## src/rtl/mult_div_unit.sv

```systemverilog
// Iterative 32x32 multiply / 32/32 divide unit with HI/LO result registers.
// One radix-2 step per cycle; signed ops iterate on magnitudes and fix signs at the end.
module mult_div_unit (
    input  logic        clk,
    input  logic        rst,
    input  logic        start,
    input  logic [1:0]  op,
    input  logic [31:0] operand_1,
    input  logic [31:0] operand_2,
    input  logic        flush,
    output logic        stall_req,
    output logic        done,
    output logic [31:0] hi,
    output logic [31:0] lo
);

    // state | meaning
    // IDLE  | waiting for start; hi/lo hold the last result
    // BUSY  | one shift-add / restoring-subtract step per cycle, cnt 0..31
    // DONE  | hi/lo just written, done pulses for this cycle only
    typedef enum logic [1:0] {IDLE, BUSY, DONE} state_t;

    state_t      state;
    logic [4:0]  cnt;
    logic        is_div;
    logic        neg_main;
    logic        neg_rem;
    logic [31:0] addend;
    logic [63:0] acc;

    logic        op_signed;
    logic        op_div;
    logic        a_neg;
    logic        b_neg;
    logic [31:0] a_mag;
    logic [31:0] b_mag;
    logic        div_by_zero;

    logic [32:0] mul_sum;
    logic [63:0] mul_next;
    logic [32:0] div_rem;
    logic [32:0] div_diff;
    logic [63:0] div_next;
    logic [63:0] acc_next;

    logic [63:0] prod;
    logic [31:0] quot;
    logic [31:0] rem;
    logic [31:0] res_hi;
    logic [31:0] res_lo;

    assign op_signed   = ~op[0];
    assign op_div      = op[1];
    assign a_neg       = op_signed & operand_1[31];
    assign b_neg       = op_signed & operand_2[31];
    assign a_mag       = a_neg ? (~operand_1 + 32'd1) : operand_1;
    assign b_mag       = b_neg ? (~operand_2 + 32'd1) : operand_2;
    assign div_by_zero = op_div & (operand_2 == 32'd0);

    // Multiply: acc = {partial product, remaining multiplier bits}.
    assign mul_sum  = {1'b0, acc[63:32]} + (acc[0] ? {1'b0, addend} : 33'd0);
    assign mul_next = {mul_sum, acc[31:1]};

    // Divide: acc = {remainder, dividend bits shifting into quotient}.
    // Remainder stays below the divisor, so a 33-bit trial subtract is enough.
    assign div_rem  = acc[63:31];
    assign div_diff = div_rem - {1'b0, addend};
    assign div_next = div_diff[32] ? {div_rem[31:0], acc[30:0], 1'b0}
                                   : {div_diff[31:0], acc[30:0], 1'b1};

    assign acc_next = is_div ? div_next : mul_next;

    assign prod = neg_main ? (~acc_next + 64'd1) : acc_next;
    assign quot = neg_main ? (~acc_next[31:0] + 32'd1) : acc_next[31:0];
    assign rem  = neg_rem  ? (~acc_next[63:32] + 32'd1) : acc_next[63:32];

    assign res_hi = is_div ? rem  : prod[63:32];
    assign res_lo = is_div ? quot : prod[31:0];

    assign stall_req = ((state == IDLE) & start & ~flush & ~rst) | (state == BUSY);

    always_ff @(posedge clk or posedge rst) begin
        if (rst) begin
            state    <= IDLE;
            cnt      <= 5'd0;
            is_div   <= 1'b0;
            neg_main <= 1'b0;
            neg_rem  <= 1'b0;
            addend   <= 32'd0;
            acc      <= 64'd0;
            hi       <= 32'd0;
            lo       <= 32'd0;
            done     <= 1'b0;
        end else begin
            done <= 1'b0;
            case (state)
                IDLE: begin
                    if (start && !flush) begin
                        if (div_by_zero) begin
                            hi    <= operand_1;
                            lo    <= 32'hFFFF_FFFF;
                            done  <= 1'b1;
                            state <= DONE;
                        end else begin
                            is_div   <= op_div;
                            neg_main <= a_neg ^ b_neg;
                            neg_rem  <= a_neg;
                            addend   <= op_div ? b_mag : a_mag;
                            acc      <= {32'd0, op_div ? a_mag : b_mag};
                            cnt      <= 5'd0;
                            state    <= BUSY;
                        end
                    end
                end
                BUSY: begin
                    if (flush) begin
                        state <= IDLE;
                    end else begin
                        acc <= acc_next;
                        cnt <= cnt + 5'd1;
                        if (cnt == 5'd31) begin
                            hi    <= res_hi;
                            lo    <= res_lo;
                            done  <= 1'b1;
                            state <= DONE;
                        end
                    end
                end
                DONE: begin
                    state <= IDLE;
                end
                default: begin
                    state <= IDLE;
                end
            endcase
        end
    end

endmodule

```

## config.mk

```make
export PLATFORM = sky130hd
export DESIGN_NAME = mult_div_unit
export DESIGN_NICKNAME = d
export VERILOG_FILES = /design/src/rtl/mult_div_unit.sv
export SDC_FILE = /design/constraint.sdc
export NUM_CORES = 1
export LEC_CHECK = 0
export BUFFER_PORTS_ARGS = -buffer_cell sky130_fd_sc_hd__buf_2
export CORE_ASPECT_RATIO = 2
export CORE_MARGIN = 2
export CORE_UTILIZATION = 40
export DETAILED_ROUTE_END_ITERATION = 10
export PLACE_DENSITY = 0.61
export SKIP_LAST_GASP = 1
export SLEW_MARGIN = 5
export SYNTH_ARGS = -nofsm -noshare
export SYNTH_HDL_FRONTEND = slang
export SYNTH_SLANG_ARGS = --single-unit
export TNS_END_PERCENT = 50
```

## constraint.sdc

```tcl
create_clock -name clk -period 7 [get_ports clk]
set_clock_uncertainty 0.2 [all_clocks]
set_input_delay 1.4 -clock clk [delete_from_list [all_inputs] [get_ports clk]]
set_output_delay 1.4 -clock clk [all_outputs]
set_load 0.01 [all_outputs]
```

==> summary.md <==
| Metric | Value |
|---|---|
| Finish-stage setup viols | 0 |
| Fraction of registers with async set/reset | 1.00 |
| RSZ-0062 raised after global routing | no |
| Via-per-instance ratio | 6.25 |
| Core ar. | 0.0379 mm² |
| Post-CTS setup buffer count | 0 |
| Final WL | 60700 µm |
| GRT Overall Usage | 0.303 |
| CTS Root Cell | clkbuf_16 |
| Die footprint | 0.0401 mm² |
| Post-route DRC violation count | 0 |
| Crit path largest cell delay | 0.50 ns |
| #FFs+latches synth | 171 |
| Fin crit period | 6.04 ns |
| Vias in the first global route | 15800 |
| Nets | 2175 |
| Setup crit end | hi[4] |
| Die Span Y | 281 µm |
| CTS tree | yes |
| DP Cell Count | 2477 |
| Crit path cell chain | ha_1, a21oi_1, o21bai_1, a221o_1, a221o_1, or3_1, a31oi_4, ha_1, o211a_1, nand4_1, or2_2, or3_1, and2_0, o41ai_1, xor2_1, nor2_1, a21oi_1, o21ai_0 |
| DRT antenna net count | 0 |
| Initial Util | 0.405 |
| Max-slew violation count | 0 |
| Drt first pass iters | 8 |
| Fin. Hold Viols | 0 |
| Final worst slack | 0.961 ns |
| Setup TNS Final | 0 ns |
| Gpl congestion | 0.984 |
| Pint | 3.41 mW |
| Fraction of the yosys area taken by sequential cells | 0.278 |
| Power Total | 6.93 mW |
| Layout cells sized above 1 | 0.134 |
| Clk_lat worst skew | 0.48 ns |
| Clk pin slew, worst setup/hold paths | 0.08 ns |
| Max-Cap Viols | 0 |
| Post-Syn Area | 0.0154 mm² |
| PortBufs | 135 |
| Critical path capture point type | flip-flop |
| GRT overflow | 0 |
| # fillers | 3869 |
| Avg Cell Area, Syn | 7.85 µm² |
| Crit-path max FO | 7 |
| Register area | 0.00428 mm² |
| Comb pwr share | 0.641 |
| P&R area growth vs syn | 11.6% |
| Routed wire per std cell | 24.2 µm |
| Pleak | 7.73 nW |
| Slew Limit Headroom | 0.274 |
| CTS Sinks | 171 |
| Hold depth | 2 |
| FP Rows | 101 |
| Kind of critical path | reg -> reg |
| Worst Setup SP | acc[52] |
| Most common cell after layout, fill and taps aside | nand2_1 |
| Multi-input logic area | 0.0104 mm² |
| Mapped Nets | 2100 |
| Initial antenna violation count | 1 |
| NetSw | 3.52 mW |
| EDFF count, synth | 0 |
| Ys flop type | dfrtp_1 |
| Worst Path Arrival | 6.17 ns |
| Pwr/cell area | 404 mW/mm² |
| IO Pins | 136 |
| Die Wd | 143 µm |
| Layout Cells excl Fill | 2510 |
| Worst slew pin tran | 1.07 ns |
| Pin count of the biggest net entering global routing | 100 |
| Worst hold path class | reg -> reg |
| Final worst path period share | 0.863 |
| Iteration-0 DRC Markers | 1072 |
| Fmax | 166 MHz |
| Cts hold-fix bufs | 0 |
| Cells after Synth | 1958 |
| Share of power burned in registers | 0.208 |
| Critical-path top delay cell | a221o_1 |
| CTS H-tree depth | 4 |
| Worst reg-to-reg path cell count | 18 |
| Peak VDD IR | 0.199 mV |
| Post-cts sizing count | 0 |
| Worst Path Required | 7.13 ns |
| Synth unique cells | 96 |
| Setup WS pre-CTS | 1.07 ns |
| Most frequent cells in the layout | 212 x nand2_1, 185 x o21ai_0, 170 x dfrtp_1 |
| Sw frac | 0.508 |
| First-pass GRT wire length | 91900 µm |
| Status | finished, final reports clean |
| Reg2Reg Setup Slack | 0.96 ns |
| RR Endpoint | hi[4] |
| Clock share of power | 0.151 |
| R2r startpoint | acc[52] |
| TritonCTS buffer count | 17 |
| Yosys Warn Count | 0 |
| Via count | 15700 |
| Longest Clk Path Bufs | 2 |
| HPWL Detailed | 46700 µm |
| Worst setup SP type | flip-flop |
[registers in the layout, indices dropped and copies added, names as in the netlist]
name / cells
acc: 64
addend: 32
hi: 32
lo: 32
cnt: 5
state: 2
done: 1
is_div: 1
neg_main: 1
neg_rem: 1
[synth_stat cells, types with 8 or more instances]
cell type | number | area, µm²
nand2_1 | 212 | 796
o21ai_0 | 185 | 926
dfrtp_1 | 171 | 4280
a21oi_1 | 167 | 836
nor2_1 | 164 | 616
clkbuf_1 | 111 | 417
xnor2_1 | 86 | 753
xor2_1 | 72 | 631
ha_1 | 70 | 876
inv_1 | 61 | 229
a31oi_1 | 50 | 313
a21o_1 | 45 | 338
and2_1 | 41 | 257
mux2i_1 | 40 | 400
nand3_1 | 38 | 190
nor3_1 | 32 | 160
o31ai_1 | 23 | 173
and3_1 | 20 | 125
nand4_1 | 20 | 125
a2111oi_0 | 19 | 166
or3_1 | 19 | 119
a22o_1 | 17 | 149
mux2_2 | 17 | 191
nand2b_1 | 17 | 106
o211ai_1 | 15 | 113
o22a_1 | 14 | 123
nor4_1 | 13 | 81.3
a211o_1 | 9 | 78.8
o221ai_1 | 9 | 78.8
a211oi_1 | 8 | 60.1
and4_1 | 8 | 70.1
buf_1 | 8 | 30.0
nor2b_1 | 8 | 50.1
o21a_1 | 8 | 60.1
o21ai_1 | 8 | 40.0
[cells by family after synthesis]
| logic type | count (synthesis) | share of synthesized area |
|---|---|---|
| mux | 57 | 0.0385 |
| compound gates | 672 | 0.283 |
| buf+inv | 188 | 0.0474 |
| fa+ha+maj | 72 | 0.0596 |
| flops | 171 | 0.278 |
| xor+xnor | 158 | 0.0900 |
| simple gates | 640 | 0.203 |
[power groups by stage]
stage | clock network (mW) | registers, mW | logic, mW
2_1_floorplan | 0 | 1.33 | 3.07
3_3_place_gp | 0 | 1.45 | 4.31
3_5_place_dp | 0 | 1.45 | 4.33
4_1_cts | 1.05 | 1.43 | 4.36
5_1_grt | 1.09 | 1.47 | 4.78
6_report | 1.05 | 1.44 | 4.44
[critical path, delay by kind of cell, from the launching register on]
kind | cells | cell delay, ns
xor+xnor | 1 | 0.19
compound gates | 9 | 2.59
flops | 1 | 0.43
fa+ha+maj | 2 | 0.63
simple gates | 6 | 1.87
[per-stage QoR]
step,hold WS (ns),instance area (µm²),util
floorplan,0.264,15400,-
global placement,0.263,16500,0.436
detailed placement,0.273,16500,0.436
CTS,0.290,17200,0.452
global route,0.313,17200,0.452
finish,0.279,17200,0.452
[worst min-delay path by stage]
| stage | end | slack (ns) | start |
|---|---|---|---|
| final | lo[10] | 0.28 | lo[10] |
| after global routing | lo[23] | 0.31 | lo[23] |
| after CTS | lo[10] | 0.29 | lo[10] |
| after detailed placement | hi[3] | 0.27 | hi[3] |
| after global placement | lo[10] | 0.26 | lo[10] |
| after floorplan | addend[10] | 0.26 | addend[10] |
[cell type report]
cell class | count | area share
diodes | 1 | 0.000146
clock buffers | 20 | 0.0266
clock inverters | 12 | 0.00941
inverters | 61 | 0.0136
multi-input cells | 1599 | 0.605
flip-flops and latches | 171 | 0.250
well taps | 463 | 0.0338
repair buffers | 183 | 0.0613
[metal layers]
layer  track usage  routed length (µm)  vias up
met1         0.310               21300     7555
li1              -                   -     7282
met4         0.224                4820        0
met2         0.557               31800      627
met5             0                   0        -
met3        0.0336                2690      236
(Power assumes the default switching activity.)
